[src/rtl/sdf_stage_ctrl.sv]
// Control sequencer for one radix-2 single-path delay-feedback FFT stage.
// Drives the delay buffer, butterfly issue, twiddle address and output mux.
module sdf_stage_ctrl #(
    parameter int N_HALF    = 8,
    parameter int BFU_LAT   = 4,
    parameter int TW_AW     = 8,
    parameter int TW_STRIDE = 1,
    localparam int K        = $clog2(N_HALF)
) (
    input  logic             clk,
    input  logic             rst_n,
    input  logic             in_valid,
    input  logic             flush,
    output logic             in_ready,
    output logic [K-1:0]     rd_addr,
    output logic             wa_en,
    output logic [K-1:0]     wa_addr,
    output logic             wb_en,
    output logic [K-1:0]     wb_addr,
    output logic             bfu_issue,
    output logic [TW_AW-1:0] tw_addr,
    output logic             out_valid,
    output logic             out_sel,
    output logic             busy
);

    typedef enum logic [1:0] {
        S_IDLE,
        S_FILL,
        S_BFLY,
        S_DRAIN
    } state_t;

    localparam logic [K-1:0] KMAX = K'(N_HALF - 1);

    state_t         r_state;
    state_t         w_state_n;
    logic [K:0]     r_cnt;
    logic [K:0]     w_cnt_n;
    logic           r_hp;
    logic           w_hp_n;
    logic [K-1:0]   w_k;
    logic           w_acc;
    logic           w_push;
    logic           w_psel;
    logic [K-1:0]   w_paddr;
    logic           w_inflight;
    logic [TW_AW-1:0] w_tw;

    logic           r_pv [BFU_LAT];
    logic           r_ps [BFU_LAT];
    logic [K-1:0]   r_pa [BFU_LAT];

    assign w_k   = r_cnt[K-1:0];
    assign w_tw  = TW_AW'(w_k) * TW_AW'(TW_STRIDE);
    // Gating with rst_n keeps every strobe low while reset is held.
    assign w_acc = in_valid & in_ready & rst_n;

    always_comb begin
        w_state_n = r_state;
        w_cnt_n   = r_cnt;
        w_hp_n    = r_hp;
        in_ready  = (r_state != S_DRAIN);
        rd_addr   = w_k;
        wa_en     = 1'b0;
        wa_addr   = '0;
        bfu_issue = 1'b0;
        tw_addr   = '0;
        w_push    = 1'b0;
        w_psel    = 1'b0;
        w_paddr   = '0;
        unique case (r_state)
            S_IDLE: begin
                if (w_acc) begin
                    wa_en     = 1'b1;
                    w_cnt_n   = (K+1)'(1);
                    w_hp_n    = 1'b0;
                    w_state_n = S_FILL;
                end
            end
            S_FILL: begin
                if (w_acc) begin
                    wa_en   = 1'b1;
                    wa_addr = w_k;
                    w_push  = r_hp;
                    w_paddr = r_hp ? w_k : '0;
                    w_cnt_n = r_cnt + 1'b1;
                    if (w_k == KMAX)
                        w_state_n = S_BFLY;
                end else if (flush && r_cnt == '0 && r_hp) begin
                    w_state_n = S_DRAIN;
                end
            end
            S_BFLY: begin
                if (w_acc) begin
                    bfu_issue = 1'b1;
                    tw_addr   = w_tw;
                    w_push    = 1'b1;
                    w_psel    = 1'b1;
                    w_paddr   = w_k;
                    w_cnt_n   = r_cnt + 1'b1;
                    if (w_k == KMAX) begin
                        w_state_n = S_FILL;
                        w_hp_n    = 1'b1;
                    end
                end
            end
            S_DRAIN: begin
                w_push  = 1'b1;
                w_paddr = w_k;
                w_cnt_n = r_cnt + 1'b1;
                if (w_k == KMAX) begin
                    w_state_n = S_IDLE;
                    w_cnt_n   = '0;
                    w_hp_n    = 1'b0;
                end
            end
            default: w_state_n = S_IDLE;
        endcase
    end

    always_ff @(posedge clk or negedge rst_n) begin
        if (!rst_n) begin
            r_state <= S_IDLE;
            r_cnt   <= '0;
            r_hp    <= 1'b0;
        end else begin
            r_state <= w_state_n;
            r_cnt   <= w_cnt_n;
            r_hp    <= w_hp_n;
        end
    end

    // Free-running delay line matching the butterfly latency.
    always_ff @(posedge clk or negedge rst_n) begin
        if (!rst_n) begin
            for (int i = 0; i < BFU_LAT; i++) begin
                r_pv[i] <= 1'b0;
                r_ps[i] <= 1'b0;
                r_pa[i] <= '0;
            end
        end else begin
            r_pv[0] <= w_push;
            r_ps[0] <= w_psel;
            r_pa[0] <= w_paddr;
            for (int i = 1; i < BFU_LAT; i++) begin
                r_pv[i] <= r_pv[i-1];
                r_ps[i] <= r_ps[i-1];
                r_pa[i] <= r_pa[i-1];
            end
        end
    end

    always_comb begin
        w_inflight = 1'b0;
        for (int i = 0; i < BFU_LAT; i++)
            w_inflight = w_inflight | r_pv[i];
    end

    assign out_valid = r_pv[BFU_LAT-1];
    assign out_sel   = r_ps[BFU_LAT-1];
    assign wb_en     = r_pv[BFU_LAT-1] & r_ps[BFU_LAT-1];
    assign wb_addr   = wb_en ? r_pa[BFU_LAT-1] : '0;
    assign busy      = (r_state != S_IDLE) | w_inflight;

endmodule

[config.mk]
export PLATFORM = sky130hd
export DESIGN_NAME = sdf_stage_ctrl
export DESIGN_NICKNAME = d
export VERILOG_FILES = /design/src/rtl/sdf_stage_ctrl.sv
export SDC_FILE = /design/constraint.sdc
export NUM_CORES = 1
export LEC_CHECK = 0
export ABC_AREA = 1
export BUFFER_PORTS_ARGS = -buffer_cell sky130_fd_sc_hd__buf_2
export CAP_MARGIN = 5
export CORE_MARGIN = 2
export CORE_UTILIZATION = 30
export DETAILED_ROUTE_END_ITERATION = 8
export PLACE_DENSITY_LB_ADDON = 0.25
export SYNTH_ARGS = -nofsm -noshare
export SYNTH_HDL_FRONTEND = slang
export SYNTH_SLANG_ARGS = --single-unit
[constraint.sdc]
create_clock -name clk -period 1.2 [get_ports clk]
set_input_delay 0 -clock clk [delete_from_list [all_inputs] [get_ports clk]]
set_output_delay 0 -clock clk [all_outputs]
set_load 0.03 [all_outputs]
==> flow_metrics.tcl, run 1 <==
set metrics [dict create \
    setup-violations-final 21 \
    area_growth_pct 54.8 \
    drtPass1Iterations 4 \
    finalCritPeriodShare 1.26 \
    avgSynthCellArea_um2 9.71 \
    power.internal_w 0.00266 \
    clk_pin_slew_worst_paths_ns 0.10 \
    switchingPower_w 0.00194 \
    grtUsageTotal 0.121 \
    initial_core_util 0.313 \
    vias 996 \
    fillers 380 \
    grt_pass1_wl_mm 4.20 \
    nets 198 \
    rsz0062_at_grt "true" \
    ys_seq_elements 27 \
    ioPinCount 28 \
    p_per_area_nw_per_um2 2350 \
    ant_nets 0 \
    p_leak_nw 0.987 \
    status "finished with violations" \
    h-tree-depth 1 \
    insertion_delay_ns 0.27 \
    die_w_um 68.9 \
    cts_buffer_depth 2 \
    num_rows 23 \
    root_buffer "clkbuf_8" \
    slew_viol_final 0 \
    clock_sinks 27 \
    cts_buffers 3 \
    hold_class "in2async" \
    p_clk_frac 0.113 \
    seq_power_share 0.273 \
    path_max_fanout 4 \
    cts_tree "done" \
    maxCapViolCount 0 \
    yosysSeqAreaShare 0.535 \
    gp_congestion 0.821 \
    overflow 0 \
    drive_gt1_frac 0.543 \
    synth_warnings 0 \
    grt_pass1_vias 959 \
    io_buffers 22 \
    multi_input_area_um2 622 \
    min_period_ns 1.51 \
    seqCellArea_um2 678 \
    antenna_found_initial 0 \
    skew_ns 0.00798 \
    fp.dieArea_um2 4740 \
    tns_ns -5.07 \
    grt_max_degree 26 \
    synthCells 130 \
    finalWorstSetupSlack_ns -0.307 \
    drc_errors 0 \
    power_frac_comb 0.614 \
    fp.dieH_um 68.9 \
    dpl.hpwl_mm 1.81 \
    core_area_um2 4030 \
    diodes 0 \
    drt_iter0_drc 89 \
    synth.distinct_cells 24 \
    start_kind "flip-flop" \
    swShare 0.421 \
    routed_via_density 4.26 \
    crit_type "reg2out" \
    cp.required_ns 1.20 \
    worst_ir_drop_vdd_v 0.00129 \
    violations "setup timing" \
    placedInstanceArea_um2 1590 \
    hold_viol 0 \
    routedWlPerCell_um 11.7 \
    fmax_mhz 663 \
    r2r_slack_ns -0.29 \
    drt-total-wl_mm 2.75 \
    post-route-cell-area_um2 1950 \
    cp-end-kind "primary output" \
    crit_arrival_ns 1.51 \
    synth.cell_area_um2 1260 \
]
synthesized netlist by cell type:
master | count | area share
buf_4 | 8 | 0.048
a21oi_1 | 3 | 0.012
o21ai_2 | 1 | 0.0069
nor2_4 | 1 | 0.0089
nand3_4 | 1 | 0.014
o21ai_0 | 3 | 0.012
nand3_2 | 2 | 0.016
nor2_2 | 1 | 0.0050
nand3b_1 | 1 | 0.0059
o21ai_1 | 2 | 0.0079
ha_1 | 9 | 0.089
inv_1 | 19 | 0.056
conb_1 | 1 | 0.0030
nand4_1 | 2 | 0.0099
dfrtp_1 | 27 | 0.54
inv_4 | 1 | 0.0050
nand2_2 | 4 | 0.020
nand2_1 | 19 | 0.056
o22ai_1 | 3 | 0.015
xor2_1 | 1 | 0.0069
nand3_1 | 3 | 0.012
inv_2 | 2 | 0.0059
nor2_1 | 15 | 0.045
nor4_1 | 1 | 0.0050
cells in the final DEF, fill, tap and decap left out, types with 5 or more instances in the layout:
master	n
conb_1	5
nand2_2	5
ha_1	5
nand2_1	14
buf_4	23
nor2_4	7
inv_1	14
buf_6	18
nor2_1	7
dfrtp_1	25
buf_2	12
metal layers:
metal | global-route usage | vias to the layer above | routed length, um
li1 | - | 500 | -
met1 | 0.143 | 468 | 1100
met2 | 0.206 | 22 | 1500
met3 | 0.0357 | 6 | 94
met4 | 0.0466 | 0 | 51
met5 | 0 | - | 0
what timing repair did:
action | 4_1_cts | 5_1_grt
buffers inserted | 9 | 5
setup endpoints to repair | 22 | 21
gates resized for setup | 41 | 25
pin swaps | 7 | 14
hold buffers | 1 | 0
endpoints found under the hold margin | 27 | 0
gates cloned | 0 | 0
path summary, 6_finish.rpt:
kind | end | startpoint | cells past startpoint
hold / removal | r_state[1] | rst_n | 2
min in group clk | r_ps[3] | in_valid | 4
hold reg to reg | r_ps[2] | r_ps[3] | 0
setup / recovery | tw_addr[2] | r_state[1] | 7
setup reg to reg | r_hp | r_state[1] | 9
max in group asynchronous | r_pv[2] | rst_n | 3
power by group through the flow:
stage                     Sequential (W)  Clock (W)  Combinational, W
after global placement           0.00125          0           0.00196
after detailed placement         0.00126          0           0.00196
final                            0.00126   0.000518           0.00282
after CTS                        0.00125   0.000543           0.00245
after global routing             0.00128   0.000588           0.00306
after floorplan                  0.00126          0           0.00130
layout make-up:
cell class / count / share of cell area
clock buffer: 3 / 0.0211
clock inverter: 1 / 0.00384
inverter: 22 / 0.0499
multi-input combinational: 77 / 0.318
sequential: 27 / 0.347
tap: 50 / 0.0320
timing repair buffer: 54 / 0.228
per-stage QoR:
| step | total power [W] | setup WS [ns] | hold slack, ns | util | instances |
|---|---|---|---|---|---|
| finish | 0.00459 | -0.307 | 0.132 | 0.485 | 234 |
| global route | 0.00493 | -0.385 | 0.134 | 0.485 | 234 |
| CTS | 0.00425 | -0.291 | 0.123 | 0.456 | 230 |
| detailed placement | 0.00322 | -0.224 | -0.171 | 0.393 | 216 |
| global placement | 0.00321 | -0.187 | -0.165 | 0.393 | 216 |
| floorplan | 0.00256 | -0.247 | -0.296 | - | 134 |
cell families (layout without fill, tap and decap cells):
kind of cell    Yosys count  after routing  share of synthesized area
buf+inv                  30             80                      0.115
other cells               1              5                    0.00297
flops                    27             27                      0.535
fa+ha+maj                 9              9                     0.0892
xor+xnor                  1              1                    0.00694
simple gates             50             50                      0.197
compound gates           12             12                     0.0535
registers in the layout (all words and copies together) (netlist names):
name / cells
r_pa: 12
r_state: 2
r_pv: 3
r_ps: 3
r_hp: 1
out_valid: 1
r_cnt: 4
out_sel: 1
worst max-delay path: stages, from the launching register on:
cell and delay, ns:
dfrtp_2 0.47, ha_4 0.21, inv_8 0.05, nand3_4 0.08, nor2_4 0.13, inv_4 0.07
nor2_4 0.08, buf_6 0.13
Power figures use the tool's default switching activity.
==> run 2, diff against run 1 <==
--- a/config.mk
+++ b/config.mk
@@ -8,7 +8,7 @@
 export ABC_AREA = 1
 export BUFFER_PORTS_ARGS = -buffer_cell sky130_fd_sc_hd__buf_2
 export CAP_MARGIN = 5
-export CORE_MARGIN = 2
+export CORE_MARGIN = 3
 export CORE_UTILIZATION = 30
 export DETAILED_ROUTE_END_ITERATION = 8
 export PLACE_DENSITY_LB_ADDON = 0.25
==> run 2 against run 1 <==
Compared with the run above: die area rose by 5.9%; critical path type unchanged; fmax shrank 0.42%; largest cell class unchanged; critical endpoint is now wa_addr[2]; sequential power is essentially flat; via count is 2.9% higher; the flow still finishes with violations (setup timing).
==> flow_metrics.tcl, run 2 (synthesis results as in run 1) <==
set metrics [dict create \
    status "finished with violations" \
    violations "setup timing" \
    fp.dieArea_um2 5020 \
    seq_power_share 0.283 \
    area_growth_pct 52.3 \
    gp_congestion 0.782 \
    ioPinCount 28 \
    num_rows 22 \
    start_kind "flip-flop" \
    post-route-cell-area_um2 1920 \
    met3_usage 0.0256 \
    power_frac_comb 0.601 \
    antenna_found_initial 0 \
    initial_core_util 0.328 \
    routed_via_density 4.40 \
    overflow 0 \
    crit_arrival_ns 1.51 \
    grt.busiest_layer "met2" \
    drt-total-wl_mm 2.77 \
    drtPass1Iterations 4 \
    p_per_area_nw_per_um2 2320 \
    io_buffers 22 \
    diodes 0 \
    multi_input_area_um2 602 \
    final_common_cell "buf_4" \
    swShare 0.424 \
    cts_buffers 3 \
    p_clk_frac 0.116 \
    vias 1025 \
    ant_nets 0 \
    slew_viol_final 0 \
    cpMaxStageDelayCell "dfrtp_2" \
    worst_ir_drop_vdd_v 0.00112 \
    rsz0062_at_grt "true" \
    seqCellArea_um2 678 \
    finalWorstSetupSlack_ns -0.314 \
    path_max_fanout 4 \
    fmax_mhz 661 \
    grt_max_degree 26 \
    cp.required_ns 1.20 \
    fillers 361 \
    drive_gt1_frac 0.519 \
    drt_iter0_drc 45 \
    clock_sinks 27 \
    hold_viol 0 \
    placedInstanceArea_um2 1570 \
    switchingPower_w 0.00190 \
    routedWlPerCell_um 11.9 \
    r2r_cells 8 \
    cp-end-kind "primary output" \
    largest_register_ffs 12 \
    cts_buffer_depth 2 \
    tns_ns -5.31 \
    crit_type "reg2out" \
    grtUsageMet2 0.185 \
    use_met1 0.137 \
    grt_pass1_vias 958 \
    largestRegisters "r_pa (12), r_cnt (4)" \
    grtUsageTotal 0.106 \
    dpl.hpwl_mm 1.90 \
    core_area_um2 3850 \
    cts_tree "done" \
    insertion_delay_ns 0.27 \
    power.internal_w 0.00257 \
    clk_pin_slew_worst_paths_ns 0.09 \
    fp.dieH_um 70.9 \
    utilization 0.499 \
    finalCritPeriodShare 1.26 \
    layout_common_cells "buf_4 (29), dfrtp_1 (25), nand2_1 (17), inv_1 (14), buf_6 (13)" \
    nets 199 \
    p_leak_nw 0.983 \
    cp_cell_sequence "ha_4 > nor2_4 > nand2_4 > nor2_2 > buf_6" \
    die_w_um 70.9 \
    root_buffer "clkbuf_8" \
    setup-violations-final 21 \
    h-tree-depth 1 \
    skew_ns 0.00262 \
    top_register "r_pa" \
    max_stage_delay_ns 0.47 \
    maxCapViolCount 0 \
    min_period_ns 1.51 \
    hold_class "in2async" \
    drc_errors 0 \
    grt_pass1_wl_mm 4.34 \
]
-- run 2: area by class of cell --
class,count,share of cell area
inverter,22,0.0520
tap,48,0.0312
timing repair buffer,55,0.226
sequential,27,0.353
clock inverter,1,0.00390
multi-input combinational,77,0.313
clock buffer,3,0.0215
-- run 2: path summary, 6_finish.rpt --
kind	start	endpoint	slack, ns
setup / recovery	r_state[0]	wa_addr[2]	-0.31
hold / removal	rst_n	r_state[0]	0.14
setup reg to reg	r_state[0]	r_state[1]	-0.27
hold reg to reg	r_ps[1]	out_sel	0.35
max in group asynchronous	rst_n	r_pa[5]	0.51
min in group clk	in_valid	r_ps[3]	0.15
-- run 2: critical path: cells and delay by family (launching register included) --
| family | cells | cell delay (ns) |
|---|---|---|
| adders and majority gates | 1 | 0.22 |
| DFF | 1 | 0.47 |
| buffers and inverters | 1 | 0.14 |
| and+or+nand+nor | 3 | 0.40 |
-- run 2: metal layers --
layer | part of all wire | vias to the layer above
met1 | 0.42 | 485
met4 | 0.021 | 0
li1 | - | 499
met2 | 0.51 | 33
met5 | 0 | -
met3 | 0.046 | 8
-- run 2: repair_timing --
action	4_1_cts	5_1_grt
pin swaps	8	8
gates resized for setup	28	26
hold buffers	1	0
setup endpoints to repair	22	21
hold endpoints to repair	27	0
buffers inserted	7	9
-- run 2: stage by stage --
stage | hold WS [ns] | total power, W | std cells | setup slack [ns]
floorplan | -0.296 | 0.00256 | 134 | -0.247
global placement | -0.163 | 0.00315 | 212 | -0.215
detailed placement | -0.167 | 0.00319 | 212 | -0.256
CTS | 0.133 | 0.00402 | 224 | -0.309
global route | 0.146 | 0.00480 | 233 | -0.392
finish | 0.144 | 0.00447 | 233 | -0.314
-- run 2: power groups by stage --
| stage | clock network, W | registers [W] | logic [W] |
|---|---|---|---|
| after global routing | 0.000576 | 0.00130 | 0.00293 |
| after detailed placement | 0 | 0.00125 | 0.00193 |
| after global placement | 0 | 0.00124 | 0.00191 |
| after floorplan | 0 | 0.00126 | 0.00130 |
| after CTS | 0.000548 | 0.00125 | 0.00222 |
| final | 0.000517 | 0.00127 | 0.00269 |
